## config.mk

```make
export PLATFORM = sky130hd
export DESIGN_NAME = regfile_sb
export DESIGN_NICKNAME = d
export VERILOG_FILES = /design/src/rtl/regfile_sb.sv
export SDC_FILE = /design/constraint.sdc
export NUM_CORES = 2
export LEC_CHECK = 0
export CELL_PAD_IN_SITES_DETAIL_PLACEMENT = 0
export CELL_PAD_IN_SITES_GLOBAL_PLACEMENT = 1
export CORE_MARGIN = 2
export CORE_UTILIZATION = 55
export CTS_BUF_LIST = sky130_fd_sc_hd__clkbuf_2 sky130_fd_sc_hd__clkbuf_4 sky130_fd_sc_hd__clkbuf_8
export DETAILED_ROUTE_END_ITERATION = 10
export GPL_ROUTABILITY_DRIVEN = 1
export PLACE_DENSITY = 0.91
export SLEW_MARGIN = 20
export SYNTH_ARGS = -nofsm -noshare
export SYNTH_HDL_FRONTEND = slang
export SYNTH_SLANG_ARGS = --single-unit
```

## constraint.sdc

```tcl
create_clock -name i_clk -period 4.87 [get_ports i_clk]
set_input_delay 0.974 -clock i_clk [delete_from_list [all_inputs] [get_ports i_clk]]
set_output_delay 0.974 -clock i_clk [all_outputs]
set_load 0.005 [all_outputs]
```

## src/rtl/regfile_sb.sv

```systemverilog
// Integer register file with two combinational read ports, one write port, optional
// write-to-read bypass, a per-register busy scoreboard and a sequential register dump engine.
module regfile_sb #(
    parameter int unsigned DATA_W   = 32,
    parameter int unsigned ADDR_W   = 5,
    parameter bit          ZERO_REG = 1'b1,
    parameter bit          BYPASS   = 1'b1
) (
    input  logic              i_clk,
    input  logic              i_rst_n,
    input  logic [ADDR_W-1:0] i_rd_addr1,
    input  logic [ADDR_W-1:0] i_rd_addr2,
    output logic [DATA_W-1:0] o_rd_data1,
    output logic [DATA_W-1:0] o_rd_data2,
    output logic              o_rd_busy1,
    output logic              o_rd_busy2,
    input  logic              i_wr_en,
    input  logic [ADDR_W-1:0] i_wr_addr,
    input  logic [DATA_W-1:0] i_wr_data,
    input  logic              i_rsv_en,
    input  logic [ADDR_W-1:0] i_rsv_addr,
    input  logic              i_dump_start,
    output logic              o_dump_valid,
    output logic [ADDR_W-1:0] o_dump_idx,
    output logic [DATA_W-1:0] o_dump_data,
    output logic              o_dump_done
);

    localparam int unsigned       DEPTH = 1 << ADDR_W;
    localparam logic [ADDR_W-1:0] LAST  = ADDR_W'(DEPTH - 1);

    typedef enum logic {StIdle, StScan} state_e;

    logic [DATA_W-1:0] r_regs [DEPTH];
    logic [DEPTH-1:0]  r_busy;
    logic [DEPTH-1:0]  w_busy_d;
    logic [ADDR_W-1:0] r_cnt;
    state_e            r_state;

    logic w_wr_ok;
    logic w_rsv_ok;

    assign w_wr_ok  = i_wr_en  && !(ZERO_REG && (i_wr_addr  == '0));
    assign w_rsv_ok = i_rsv_en && !(ZERO_REG && (i_rsv_addr == '0));

    always_ff @(posedge i_clk or negedge i_rst_n) begin
        if (!i_rst_n) begin
            for (int i = 0; i < DEPTH; i++) begin
                r_regs[i] <= '0;
            end
        end else if (w_wr_ok) begin
            r_regs[i_wr_addr] <= i_wr_data;
        end
    end

    // Reservation is applied after the writeback clear so a new producer keeps the bit set.
    always_comb begin
        w_busy_d = r_busy;
        if (i_wr_en) begin
            w_busy_d[i_wr_addr] = 1'b0;
        end
        if (w_rsv_ok) begin
            w_busy_d[i_rsv_addr] = 1'b1;
        end
    end

    always_ff @(posedge i_clk or negedge i_rst_n) begin
        if (!i_rst_n) begin
            r_busy <= '0;
        end else begin
            r_busy <= w_busy_d;
        end
    end

    always_comb begin
        o_rd_data1 = r_regs[i_rd_addr1];
        if (BYPASS && w_wr_ok && (i_wr_addr == i_rd_addr1)) begin
            o_rd_data1 = i_wr_data;
        end
        if (ZERO_REG && (i_rd_addr1 == '0)) begin
            o_rd_data1 = '0;
        end
    end

    always_comb begin
        o_rd_data2 = r_regs[i_rd_addr2];
        if (BYPASS && w_wr_ok && (i_wr_addr == i_rd_addr2)) begin
            o_rd_data2 = i_wr_data;
        end
        if (ZERO_REG && (i_rd_addr2 == '0)) begin
            o_rd_data2 = '0;
        end
    end

    // A same-cycle writeback resolves the hazard; same-cycle reservations stay invisible.
    assign o_rd_busy1 = r_busy[i_rd_addr1] && !(i_wr_en && (i_wr_addr == i_rd_addr1));
    assign o_rd_busy2 = r_busy[i_rd_addr2] && !(i_wr_en && (i_wr_addr == i_rd_addr2));

    always_ff @(posedge i_clk or negedge i_rst_n) begin
        if (!i_rst_n) begin
            r_state      <= StIdle;
            r_cnt        <= '0;
            o_dump_valid <= 1'b0;
            o_dump_idx   <= '0;
            o_dump_data  <= '0;
            o_dump_done  <= 1'b0;
        end else begin
            unique case (r_state)
                StIdle: begin
                    o_dump_valid <= 1'b0;
                    o_dump_done  <= 1'b0;
                    if (i_dump_start) begin
                        r_state <= StScan;
                        r_cnt   <= '0;
                    end
                end
                StScan: begin
                    o_dump_valid <= 1'b1;
                    o_dump_idx   <= r_cnt;
                    o_dump_data  <= (ZERO_REG && (r_cnt == '0)) ? '0 : r_regs[r_cnt];
                    if (r_cnt == LAST) begin
                        o_dump_done <= 1'b1;
                        r_state     <= StIdle;
                    end else begin
                        o_dump_done <= 1'b0;
                        r_cnt       <= r_cnt + 1'b1;
                    end
                end
                default: r_state <= StIdle;
            endcase
        end
    end

endmodule
```

Word level (Yosys, flattened, before mapping)

Index checks and enable logic that the tools add are counted.

$add $sub $neg: 1
Magnitude comparators: 11
Reductions and logical operators: 21
Bitwise operators: 8
Eq/ne operators: 5
Mux-type cells: 36

Operators by type and width:

| operator            | count |
|---|---|
| $bwmux 1024         | 1 |
| $bmux 32 s5         | 3 |
| $mux 32             | 14 |
| $demux 32 s5        | 1 |
| $and 32x32->32      | 1 |
| $not 32->32         | 1 |
| $or 32x32->32       | 1 |
| $logic_not 5->1     | 5 |
| $ge 6x6->1 const B  | 4 |
| $lt 5x6->1 const B  | 4 |
| $not 5->6           | 4 |
| $logic_and 1x1->1   | 11 |
| $bmux 1 s5          | 2 |
| $demux 1 s5         | 2 |
| $eq 5x5->1          | 2 |
| $ge 5x1->1 const B  | 2 |
| $mux 5              | 2 |
| $pmux 5 s2          | 1 |
| $mux 1              | 7 |
| $lt 6x1->1 const B  | 1 |
| $pmux 1 s2          | 3 |
| $add 5x1->5 const B | 1 |
| $eq 5x5->1 const B  | 1 |
| $logic_not 1->1     | 4 |
| 3 further kinds     | 4 |

Word-level logic and storage cells: 121
Register bits: 1101
Output and inout bits: 105
Input bits: 57

Depth between registers and ports, before layout

Depth after elaboration: 9
Gate-level depth with buffers: 11
Depth with buffers taken out: 9

Worst setup path before layout

OpenSTA, ideal clock, no wires.

Path kind: input port to output port
From: in i_rd_addr2[0]
To: out o_rd_data2[0]
Data arrival time: 2862 ps
Data required time: 3896 ps
Buffers on the path: 4
Stages on the path: 8
Setup slack: 1034 ps
Path through: clkbuf_1 -> buf_6 -> buf_2 -> buf_2 -> mux4_2 -> a22oi_1 -> a21oi_1 -> a221o_1

Cells in the longest elaborated chain, start to end: 6
Elaborated cells between the ends (all ways): 9
Classes of those cells: eq/ne (1); mux (5); bitwise (1); reduce/logical (2)

RTL lines:

| what                                       | line | text |
|---|---|---|
| from (decl)                                | 12   | `input logic [ADDR_W-1:0] i_rd_addr2,` |
| $not 5->6 (implied by the code)            | 86   | `o_rd_data2 = r_regs[i_rd_addr2];` |
| $bmux 32 s5                                | 86   |  |
| $mux 32 (implied by the code) (2 in a row) | 86   |  |
| $mux 32                                    | 87   | `if (BYPASS && w_wr_ok && (i_wr_addr == i_rd_addr2)) begin` |
| $mux 32 *                                  | 90   | `if (ZERO_REG && (i_rd_addr2 == '0)) begin` |
| to (decl)                                  | 14   | `output logic [DATA_W-1:0] o_rd_data2,` |

Every way passes the cells marked *; elsewhere a longest branch is shown, timed or not. The select of a mux whose other input is x is not followed.

Worst setup path in the final report

From: in i_rd_addr2[0]
To: out o_rd_data2[6]

The elaborated chain is that of the path after synthesis.

==> impl_metrics.toml <==
[global_route]
grt_first_pass_wirelength_um = 354800
grt_pass1_vias = 49497
grt.busiest_layer = "met2"
grt.met1_usage = 0.4982
grt_max_degree = 162
track_usage = 0.4083
use_met2 = 0.5601
grt_util_met3 = 0.1966
antenna_found_initial = 25
overflow = 0

[clocking]
clk_path_buf_depth = 3
cts_tree = "built"
cts_setup_buffers = 0
cts_max_level = 4
clock-sinks = 1101
clk_pin_slew_worst_paths_ps = 60
root_buffer = "clkbuf_8"
numCtsBuffers = 184
clkLatencyLatePin_ps = 930

[die]
die_h_um = 350.4
ioPinCount = 162
start_util = 0.5522
row_count = 127
core-area_um2 = 119500
die_w_um = 350.4
die-area_um2 = 122700

[setup_path]
cp.required_ps = 3900
end_kind = "output pin"
cpMaxStageDelayCell = "a22oi_1"
crit_chain = "buf_8 > buf_12 > buf_4 > mux4_2 > a22oi_1 > a21oi_1 > a221o_1 > clkdlybuf4s50_1"
crit_fanout = 28
cpPeakStageDelay_ps = 620
reg2reg_from = "r_cnt[3]"
r2r_cells = 6
arrival_ps = 3860
startpoint = "i_rd_addr2[0]"
worst_setup_path_start_kind = "primary input"
path_class = "primary input to output pin"

[layout]
final_cell_mix = "1096 x dfrtp_1, 938 x mux2_2, 704 x mux4_2, 283 x mux2i_1, 238 x clkbuf_8"
final_util = 0.6263
layout_commonest_cell = "dfrtp_1"
syn2layout_area_growth_pct = 13.44
drive_above_1_share = 0.4879
nets = 4711

[synthesis]
synth_area_per_cell_um2 = 14.52
synth_area_um2 = 65980
ys_types = 64
synth-main-ff-cell = "dfrtp_1"
ys_seq_elements = 1101
netlist_instances = 4545
syn_nets = 4605
ys_seq_area_frac = 0.4176
synth_edf_count = 0
async_flop_share = 1.000
yosysTopAreaCellShare = 0.4176
synth_top_area_cell = "dfrtp_1"
ys_warn_count = 0
synth_area_leaders = "dfrtp_1 42%, mux4_2 24%, mux2_2 16%, mux2i_1 4.3%, mux2_1 1.6%"

[power]
finalPower_uw = 35360
power_per_cell_area_nw_per_um2 = 472.4
irDropWorstVdd_uv = 440.4
p_leak_uw = 0.03163

[hold_path]
min_path_type = "flop to flop"
min_from = "r_regs[1011]"
holdPathStages = 0

[place]
port_buffers = 161
dp_slack_ps = -499.4
routabilityCongestion = 0.9637
dpl.hpwl_um = 149700

[drt]
antenna_left = 0
dr.first_iter.drc_count = 7947
first_pass_iters = 8
vias = 50264
routedWlPerCell_um = 38.81
drt_wl_total_um = 249600
drt_drc_violations_left = 0
viasPerCell = 7.815

[sta]
period_share = 0.9933
finalSetupViolCount = 0
fmax_mhz = 206.7
hold_viol_final = 0
drv_slew = 0
period_minus_slack_ps = 4837
slew_headroom = 0.1367
rsz0062_at_grt = "false"
fin_skew_ps = 57.80
tightest_slew_ps = 1289
setup_ws_ps = 32.86

[job]
maxCapViolCount = 0

[run_status]
status = "complete, no violations"
-- sequential cells by signal, summed over array words and instances (netlist names) --
name / cells
o_dump_done: 1
o_dump_idx: 5
o_dump_data: 32
r_busy: 32
o_dump_valid: 1
r_regs: 1024
r_state: 1
r_cnt: 5
-- path summary, 6_finish.rpt --
check | slack (ps) | endpoint
worst max-delay path | 30 | o_rd_data2[6]
min in group asynchronous | 620 | r_regs[334]
worst max register to register | 1550 | o_dump_data[13]
worst min-delay path | 420 | r_regs[1011]
worst min register to register | 420 | r_regs[1011]
max in group asynchronous | 2960 | r_regs[94]
-- worst max-delay path: cells and delay by family --
| kind | cells | cell delay [ps] |
|---|---|---|
| multiplexers | 1 | 500 |
| AO/OA/AOI/OAI | 3 | 1080 |
| buffers and inverters | 4 | 1210 |
-- power by group --
group          total [µW]  switching, µW  internal, µW
Clock                9080           4040          5040
Combinational       13100           6420          6680
Sequential          13200           2190         11000
-- per-stage QoR --
stage               hold slack, ps  TNS (ps)  std cells  cell area (µm²)
finish                       417.9         0       6432            74840
global route                 432.2         0       6414            74800
CTS                          415.8         0       6408            74750
detailed placement           402.1     -7795       6076            70720
global placement             394.1     -6797       6076            70720
floorplan                    391.1         0       4545            65980
-- cell families (layout without fill, tap and decap cells) --
| kind of cell | Yosys count | in the layout | share of synthesized area |
|---|---|---|---|
| mux | 2018 | 2018 | 0.4592 |
| flops | 1101 | 1101 | 0.4176 |
| compound gates | 627 | 627 | 0.06679 |
| buf+inv | 541 | 792 | 0.03624 |
| simple gates | 244 | 244 | 0.01817 |
| xor+xnor | 11 | 11 | 0.001460 |
| fa+ha+maj | 3 | 3 | 0.0005690 |
| other cells | 0 | 24 | 0 |
-- final cells by class --
type	instances	area, µm²
clock buffer	299	3727
antenna	24	60.06
tap	1612	2017
fill	8735	44650
sequential	1101	27560
multi-input combinational	2903	36370
clock inverter	32	289.0
inverter	8	31.28
timing repair buffer	453	4783
-- synth_stat cells, types with 7 or more instances --
master,n
nand3_1,8
nand3b_1,8
a22oi_1,84
a22o_1,53
nor2_1,74
nor3_1,33
mux2i_1,283
nor2b_1,13
a21oi_1,85
o21ai_1,23
o22ai_1,120
o221ai_1,49
o21ai_0,64
o22a_1,11
a211oi_1,41
nor3b_1,12
a221o_1,38
mux4_2,704
buf_6,13
nand2_1,60
mux2_2,938
nand2b_1,7
o211ai_1,18
a221oi_1,17
dfrtp_1,1101
buf_1,76
clkbuf_1,272
buf_2,153
buf_4,19
mux2_1,93
-- routing by layer --
layer  routed length [µm]  up-vias
met5                  358        -
met4                21810       32
met3                40650     1307
met2               104300     4647
met1                82440    25792
li1                     -    18486
-- what timing repair did --
item / in CTS / in global routing
hold buffers: 1 / 0
gates cloned: 0 / 0
gates resized for setup: 2 / 6
endpoints found under the setup margin: 64 / 15
pin swaps: 0 / 1
hold endpoints to repair: 4 / 0
No activity file was read; power rests on OpenSTA's default activity.
